$ cat config.mk
export PLATFORM = sky130hd
export DESIGN_NAME = counter_sequencer
export DESIGN_NICKNAME = d
export VERILOG_FILES = /design/src/rtl/counter_seq_pkg.sv /design/src/rtl/counter_sequencer.sv
export SDC_FILE = /design/constraint.sdc
export NUM_CORES = 1
export LEC_CHECK = 0
export CAP_MARGIN = 10
export CORE_MARGIN = 2
export CORE_UTILIZATION = 47
export CTS_CLUSTER_DIAMETER = 200
export DETAILED_ROUTE_END_ITERATION = 10
export GPL_ROUTABILITY_DRIVEN = 0
export PLACE_DENSITY = 0.87
export SYNTH_ARGS = -nofsm -noshare
export SYNTH_HDL_FRONTEND = slang
export SYNTH_SLANG_ARGS = --single-unit
$ cat constraint.sdc
create_clock -name clk -period 3.24 [get_ports clk]
set_input_delay 0.648 -clock clk [delete_from_list [all_inputs] [get_ports clk]]
set_output_delay 0.648 -clock clk [all_outputs]
set_load 0.01 [all_outputs]
$ cat src/rtl/counter_seq_pkg.sv
// counter_seq_pkg
// Shared types and defaults for the counter sequencer.
//   seq_state_t   : sequencer FSM state encoding (IDLE, LOAD, RUN, DONE)
//   SEQ_WIDTH_DEF : default counter width
//   SEQ_LEN_W_DEF : default step-length field width
package counter_seq_pkg;

  localparam int unsigned SEQ_WIDTH_DEF = 8;
  localparam int unsigned SEQ_LEN_W_DEF = 8;

  typedef enum logic [1:0] {
    IDLE = 2'd0,
    LOAD = 2'd1,
    RUN  = 2'd2,
    DONE = 2'd3
  } seq_state_t;

endpackage

$ cat src/rtl/counter_sequencer.sv
// counter_sequencer
// Command-driven controller for an external up/down counter (paramCounter).
// Accepts one command over valid/ready, optionally preloads the counter,
// steps it up or down for cmd_len cycles, then pulses done with the final
// count captured into result.
//
// Optional feature: define COUNTER_SEQ_BOUND_EN to stop at the counter
// limits (all-ones going up, zero going down) instead of wrapping; the stop
// is reported as an aborted completion.
//
// Ports
//   clk, rst_n                : clock, async active-low reset
//   cmd_valid / cmd_ready     : command handshake
//   cmd_load, cmd_dir         : preload enable, direction (1 = up)
//   cmd_start, cmd_len        : preload value, number of step cycles
//   abort                     : cut the current command short (LOAD/RUN only)
//   cnt_value                 : counter count output
//   cnt_load, cnt_init        : counter rst / initial_value
//   cnt_up, cnt_down          : counter step controls
//   busy, done, aborted       : status; done is a one-cycle pulse
//   result                    : count captured in DONE, held until next DONE
//
// state | meaning
// ------+--------------------------------------------------------------
// IDLE  | ready for a command
// LOAD  | one cycle driving cnt_load / cnt_init with the latched start
// RUN   | one counter step per cycle until rem reaches its last step
// DONE  | one-cycle done pulse, result captured from cnt_value
module counter_sequencer
  import counter_seq_pkg::*;
#(
  parameter int unsigned WIDTH = SEQ_WIDTH_DEF,
  parameter int unsigned LEN_W = SEQ_LEN_W_DEF
) (
  input  logic             clk,
  input  logic             rst_n,
  input  logic             cmd_valid,
  output logic             cmd_ready,
  input  logic             cmd_load,
  input  logic             cmd_dir,
  input  logic [WIDTH-1:0] cmd_start,
  input  logic [LEN_W-1:0] cmd_len,
  input  logic             abort,
  input  logic [WIDTH-1:0] cnt_value,
  output logic             cnt_load,
  output logic [WIDTH-1:0] cnt_init,
  output logic             cnt_up,
  output logic             cnt_down,
  output logic             busy,
  output logic             done,
  output logic             aborted,
  output logic [WIDTH-1:0] result
);

  seq_state_t       state, state_nxt;
  logic             dir_q;
  logic [WIDTH-1:0] start_q;
  logic [LEN_W-1:0] rem_q;
  logic             aborted_q;
  logic [WIDTH-1:0] result_q;
  logic             accept;
  logic             stop;
  logic             at_bound;

  assign accept = (state == IDLE) && cmd_valid;

`ifdef COUNTER_SEQ_BOUND_EN
  // Taking another step from here would wrap the counter.
  assign at_bound = dir_q ? (cnt_value == {WIDTH{1'b1}}) : (cnt_value == '0);
`else
  assign at_bound = 1'b0;
`endif

  always_ff @(posedge clk or negedge rst_n) begin
    if (!rst_n) begin
      state     <= IDLE;
      dir_q     <= 1'b0;
      start_q   <= '0;
      rem_q     <= '0;
      aborted_q <= 1'b0;
      result_q  <= '0;
    end else begin
      state <= state_nxt;
      if (accept) begin
        dir_q     <= cmd_dir;
        start_q   <= cmd_start;
        rem_q     <= cmd_len;
        aborted_q <= 1'b0;
      end else begin
        if (state == RUN) begin
          rem_q <= rem_q - LEN_W'(1);
        end
        if (stop) begin
          aborted_q <= 1'b1;
        end
      end
      if (state == DONE) begin
        result_q <= cnt_value;
      end
    end
  end

  always_comb begin
    state_nxt = state;
    cnt_load  = 1'b0;
    cnt_init  = '0;
    cnt_up    = 1'b0;
    cnt_down  = 1'b0;
    stop      = 1'b0;
    unique case (state)
      IDLE: begin
        if (cmd_valid) begin
          if (cmd_load) begin
            state_nxt = LOAD;
          end else if (cmd_len != '0) begin
            state_nxt = RUN;
          end else begin
            state_nxt = DONE;
          end
        end
      end
      LOAD: begin
        if (abort) begin
          stop      = 1'b1;
          state_nxt = DONE;
        end else begin
          cnt_load  = 1'b1;
          cnt_init  = start_q;
          state_nxt = (rem_q != '0) ? RUN : DONE;
        end
      end
      RUN: begin
        // Abort and the bound stop both withhold this cycle's step.
        if (abort || at_bound) begin
          stop      = 1'b1;
          state_nxt = DONE;
        end else begin
          cnt_up   = dir_q;
          cnt_down = !dir_q;
          if (rem_q == LEN_W'(1)) begin
            state_nxt = DONE;
          end
        end
      end
      DONE: begin
        state_nxt = IDLE;
      end
      default: begin
        state_nxt = IDLE;
      end
    endcase
  end

  assign cmd_ready = (state == IDLE);
  assign busy      = (state != IDLE);
  assign done      = (state == DONE);
  assign aborted   = (state == DONE) && aborted_q;
  assign result    = result_q;

endmodule
==> impl_metrics.csv, run 1 <==
group,metric,value,unit
synthesis,synth.distinct_cells,23,
sta,finalHoldViolations,0,
critical_path,cp.depth,5,
clock_network,numCtsBuffers,3,
critical_path,worstPathCellList,"inv_1 > ha_1 > nor2b_1 > and2_1 > clkdlybuf4s50_1",
sta,fin_crit,2.923,ns
final_layout,finalNonFillerCells,207,
placement,place_ws,0.2930,ns
detailed_routing,drt_iter0_drc,15,
floorplanning,die_area,3420,um^2
final_layout,num-fill-cells,210,
clock_network,ctsResizeCount,0,
sta,timing.final.ws_setup,0.3169,ns
synthesis,synthCells,124,
clock_network,ctsHoldBuffers,0,
synthesis,synth_nets,161,
synthesis,synth_area,1395,um^2
final_layout,syn_to_final_growth,41.17,%
floorplanning,die_w,58.48,um
synthesis,synth_flop_cell,"dfrtp_1",
critical_path,cp-start-kind,"flip-flop",
critical_path,arrival,2.28,ns
critical_path,reg2reg_depth,6,
critical_path,required,2.59,ns
synthesis,ys_warn_count,0,
sta,rsz0062_at_grt,"false",
critical_path,crit_fanout,9,
global_routing,grt_use_total,19.17,%
final_layout,fin_util,70.81,%
global_routing,grt_max_degree,29,
sta,worst_pin_slew,0.8329,ns
synthesis,ys_seq_area_share,50.22,%
detailed_routing,dr.pass1.iters,4,
critical_path,slowest_delay,0.53,ns
clock_network,cts_root_buf,"clkbuf_4",
final_layout,layout-drive-gt1-share,14.77,%
detailed_routing,drcViolationCount,0,
floorplanning,start_util,50.16,%
placement,dp_hpwl,2318,um
synthesis,yosys-top-cells-count,"28 x dfrtp_1, 20 x mux2_2, 12 x a21oi_1, 12 x nor2_1, 9 x and2_1",
synthesis,yosysMostFrequentCell,"dfrtp_1",
clock_network,insertion_delay,0.32,ns
floorplanning,core_area,2781,um^2
final_layout,diodes,0,
clock_network,clock_path_buffers,2,
clock_network,post-cts-setup-buffers,0,
final_layout,layout.nets,215,
clock_network,path_clk_slew,0.14,ns
final_layout,stdcell_area,1969,um^2
global_routing,gr-total-overflow,0,
synthesis,synth.top_cell.area_share,50.22,%
detailed_routing,antenna_left,0,
critical_path,crit_buf_inv,2,
critical_path,critPathTopFamily,"buffers and inverters",
global_routing,antenna_found_initial,0,
clock_network,h-tree-depth,1,
critical_path,crit_type,"reg2out",
clock_network,cts_sinks,28,
sta,holdWs,0.5202,ns
synthesis,postSynthAreaPerCell,11.25,um^2
synthesis,synth.area.top_cells,"dfrtp_1 50%, mux2_2 16%, ha_1 6.3%",
power,p_per_area,829.0,nW/um^2
synthesis,synth_edf_count,0,
placement,dp_cells,204,
sta,max_freq,342.1,MHz
detailed_routing,vias_per_cell,5.256,
synthesis,synth_seq_cells,28,
placement,place_area,1947,um^2
critical_path,cp-end-kind,"output port",
detailed_routing,wl_per_cell,14.53,um
min_path,hp-class,"reg2reg",
detailed_routing,wl,3008,um
critical_path,cp_slowest_cell,"clkdlybuf4s50_1",
synthesis,yosys.area.top_type,"dfrtp_1",
clock_network,cts_tree,"done",
power,power.total,1.633,mW
global_routing,grt_pass1_wl,5057,um
power,leakage,0.8099,nW
placement,io_buffers,52,
floorplanning,ios,53,
synthesis,synth-async-reset-ratio,100.0,%
global_routing,grt_pass1_vias,1158,
sta,report.final.setup_viol,0,
detailed_routing,vias,1088,
sta,skew,0.003015,ns
sta,fin_setup_tns,0,ns
min_path,whs_path_depth,1,
sta,relSlewSlack,44.34,%
power,peakVddDrop,0.7597,mV
sta,fin_crit_sh,90.22,%
sta,slew_viol_final,0,
floorplanning,dieHeight,58.48,um
run,maxCapViolCount,0,
floorplanning,row_count,19,
run_status,status,"completed",
==> worst register-to-register path, stage by stage, from the launching register on <==
cell and delay, ns:
dfrtp_1 0.43, inv_1 0.12, ha_1 0.32, or3b_2 0.53, nor4_1 0.25, xnor2_1 0.16, a21oi_1 0.08
==> per-layer routing <==
| layer | track usage, % | up-vias | part of all wire (%) |
|---|---|---|---|
| li1 | - | 524 | - |
| met1 | 24.68 | 531 | 43 |
| met2 | 31.46 | 31 | 50 |
| met3 | 5.275 | 2 | 6.6 |
| met4 | 5.980 | 0 | 0.33 |
| met5 | 0 | - | 0 |
==> registers in the layout (all words and copies together) (netlist names) <==
signal and flops:
start_q 8, aborted_q 1, rem_q 8, result 8, dir_q 1, state 2
==> area by class of cell <==
cell class              instances  area [um^2]  share of cell area (%)
repair buffers                 53        528.0                   26.81
multi-input cells              85        653.1                   33.16
inverters                       7        26.28                   1.334
well taps                      31        38.79                   1.970
clock buffers                   3        22.52                   1.144
flip-flops and latches         28        700.7                   35.58
==> placed cells by master, fill, tap and decap left out, drive strengths merged, types with 2 or more instances in the layout <==
cell,synthesis,routed
clkdlybuf4s50,0,52
dfrtp,28,28
mux2,20,20
nor2,12,12
a21oi,12,12
and2,9,9
inv,7,7
ha,7,7
xnor2,6,6
nand2,3,3
nor4,3,3
clkbuf,4,3
nor3,2,2
or4,2,2
==> report_power, final <==
group | leakage [nW] | switching [mW] | internal, mW
combinational | 0.474 | 0.350 | 0.491
clock | 0.0138 | 0.0973 | 0.0436
sequential | 0.323 | 0.122 | 0.528
total | 0.810 | 0.569 | 1.06
==> final timing paths <==
path | startpoint | endpoint | slack, ns
setup / recovery | state[1] | cnt_init[7] | 0.32
hold / removal | start_q[1] | start_q[1] | 0.52
setup reg to reg | state[0] | rem_q[5] | 1.20
hold reg to reg | start_q[1] | start_q[1] | 0.52
max in group asynchronous | rst_n | rem_q[0] | 2.29
min in group asynchronous | rst_n | result[3] | 0.69
==> kinds of logic (layout without fill, tap and decap cells) <==
family          count (synthesis)  after routing  synth area share (%)
flops                          28             28                 50.22
xor+xnor                        7              7                 4.395
simple gates                   36             36                 14.17
fa+ha+maj                       7              7                 6.278
compound gates                 15             15                 5.830
buf+inv                        11             63                 2.960
mux                            20             20                 16.14
(Power assumes the default switching activity.)
==> inputs of run 2 (changes only) <==
--- a/config.mk
+++ b/config.mk
@@ -5,13 +5,14 @@
 export SDC_FILE = /design/constraint.sdc
 export NUM_CORES = 1
 export LEC_CHECK = 0
-export CAP_MARGIN = 10
+export CAP_MARGIN = 30
 export CORE_MARGIN = 2
 export CORE_UTILIZATION = 47
 export CTS_CLUSTER_DIAMETER = 200
 export DETAILED_ROUTE_END_ITERATION = 10
 export GPL_ROUTABILITY_DRIVEN = 0
 export PLACE_DENSITY = 0.87
+export REMOVE_ABC_BUFFERS = 1
 export SYNTH_ARGS = -nofsm -noshare
 export SYNTH_HDL_FRONTEND = slang
 export SYNTH_SLANG_ARGS = --single-unit
==> impl_metrics.csv, run 2 (synthesized netlist as in run 1, its figures left out) <==
group,metric,value,unit
floorplanning,ios,53,
clock_network,path_clk_slew,0.16,ns
floorplanning,row_count,19,
sta,rsz0062_at_grt,"false",
critical_path,crit_type,"in2out",
floorplanning,die_w,58.48,um
critical_path,crit_fanout,9,
clock_network,cts_sinks,28,
floorplanning,dieHeight,58.48,um
global_routing,met1_usage,26.15,%
global_routing,grt_pass1_wl,5257,um
clock_network,numCtsBuffers,3,
power,leakage,0.8241,nW
power,p_per_area,858.9,nW/um^2
sta,fin_crit_sh,90.35,%
final_layout,final_cell_mix,"52 x clkdlybuf4s50_1, 28 x dfrtp_1, 20 x mux2_2",
final_layout,final_common_cell,"clkdlybuf4s50_1",
critical_path,arrival,2.28,ns
sta,fin_setup_tns,0,ns
sta,holdWs,0.5189,ns
power,peakVddDrop,0.7068,mV
critical_path,cp-end-kind,"output port",
global_routing,antenna_found_initial,0,
global_routing,grtUsageMet2,33.07,%
min_path,hold_start,"start_q[5]",
sta,skew,0.01779,ns
detailed_routing,wl_per_cell,14.70,um
detailed_routing,vias,1110,
sta,finalHoldViolations,0,
sta,report.final.setup_viol,0,
final_layout,layout.nets,215,
clock_network,clock_path_buffers,2,
final_layout,layout-drive-gt1-share,15.25,%
detailed_routing,drcViolationCount,0,
critical_path,cp-start-kind,"input pin",
global_routing,grt_use_met3,3.077,%
global_routing,grt_pass1_vias,1223,
detailed_routing,vias_per_cell,5.337,
sta,max_freq,341.6,MHz
clock_network,ctsHoldBuffers,0,
floorplanning,start_util,50.16,%
detailed_routing,dr.pass1.iters,4,
sta,relSlewSlack,42.70,%
final_layout,syn_to_final_growth,43.32,%
sta,worst_pin_slew,0.8574,ns
clock_network,cts_tree,"done",
critical_path,required,2.59,ns
final_layout,diodes,0,
global_routing,grt_max_degree,29,
critical_path,startpoint,"abort",
run,maxCapViolCount,0,
clock_network,ctsResizeCount,0,
detailed_routing,wl,3058,um
clock_network,insertion_delay,0.33,ns
clock_network,post-cts-setup-buffers,0,
global_routing,grt_use_total,19.50,%
detailed_routing,antenna_left,0,
clock_network,cts_root_buf,"clkbuf_4",
min_path,hp-class,"reg2reg",
global_routing,gr-total-overflow,0,
floorplanning,die_area,3420,um^2
placement,dp_hpwl,2397,um
critical_path,regToRegStartpoint,"state[0]",
run_status,status,"completed",
sta,fin_crit,2.927,ns
floorplanning,core_area,2781,um^2
global_routing,grt-busiest-layer,"met2",
sta,slew_viol_final,0,
placement,io_buffers,52,
clock_network,h-tree-depth,1,
detailed_routing,drt_iter0_drc,12,
-- run 2: cell types whose count changed in the layout (fill, tap and decap cells not counted) --
cell	change
bufinv_16	+1
-- run 2: final timing paths --
check	end	slack (ns)	cells after the start
worst max-delay path	cnt_init[2]	0.31	4
worst min-delay path	start_q[5]	0.52	1
worst max register to register	rem_q[5]	1.15	6
worst min register to register	start_q[5]	0.52	1
max in group asynchronous	rem_q[0]	2.29	2
min in group asynchronous	result[2]	0.67	2
-- run 2: stage by stage --
stage,cells,cell area [um^2],worst slack (ns),power [mW],util [%]
floorplan,120,1380,1.333,1.131,-
global placement,204,1947,0.4261,1.452,70.00
detailed placement,204,1947,0.3128,1.498,70.00
CTS,208,1999,0.2923,1.731,71.88
global route,208,1999,0.1660,1.836,71.88
finish,208,1999,0.3128,1.717,71.88
-- run 2: area by class of cell --
type	instances	area, um^2
timing repair buffer	53	528.0
clock buffer	3	22.52
clock inverter	1	30.03
sequential	28	700.7
inverter	7	26.28
multi-input combinational	85	653.1
tap	31	38.79
fill	191	782.0
-- run 2: routing by layer --
| layer | part of all wire [%] | vias up |
|---|---|---|
| met5 | 0 | - |
| met4 | 0.62 | 0 |
| met3 | 5.1 | 2 |
| met2 | 51 | 37 |
| met1 | 44 | 545 |
| li1 | - | 526 |
-- run 2: worst max-delay path, stage by stage --
cell             delay (ns)
clkdlybuf4s50_1        0.46
nor2b_1                0.42
and2_1                 0.21
clkdlybuf4s50_1        0.54
-- run 2: report_power, final --
part	leakage, nW	internal (mW)	switching (mW)
sequential	0.323	0.528	0.123
combinational	0.474	0.491	0.347
clock	0.0279	0.125	0.102
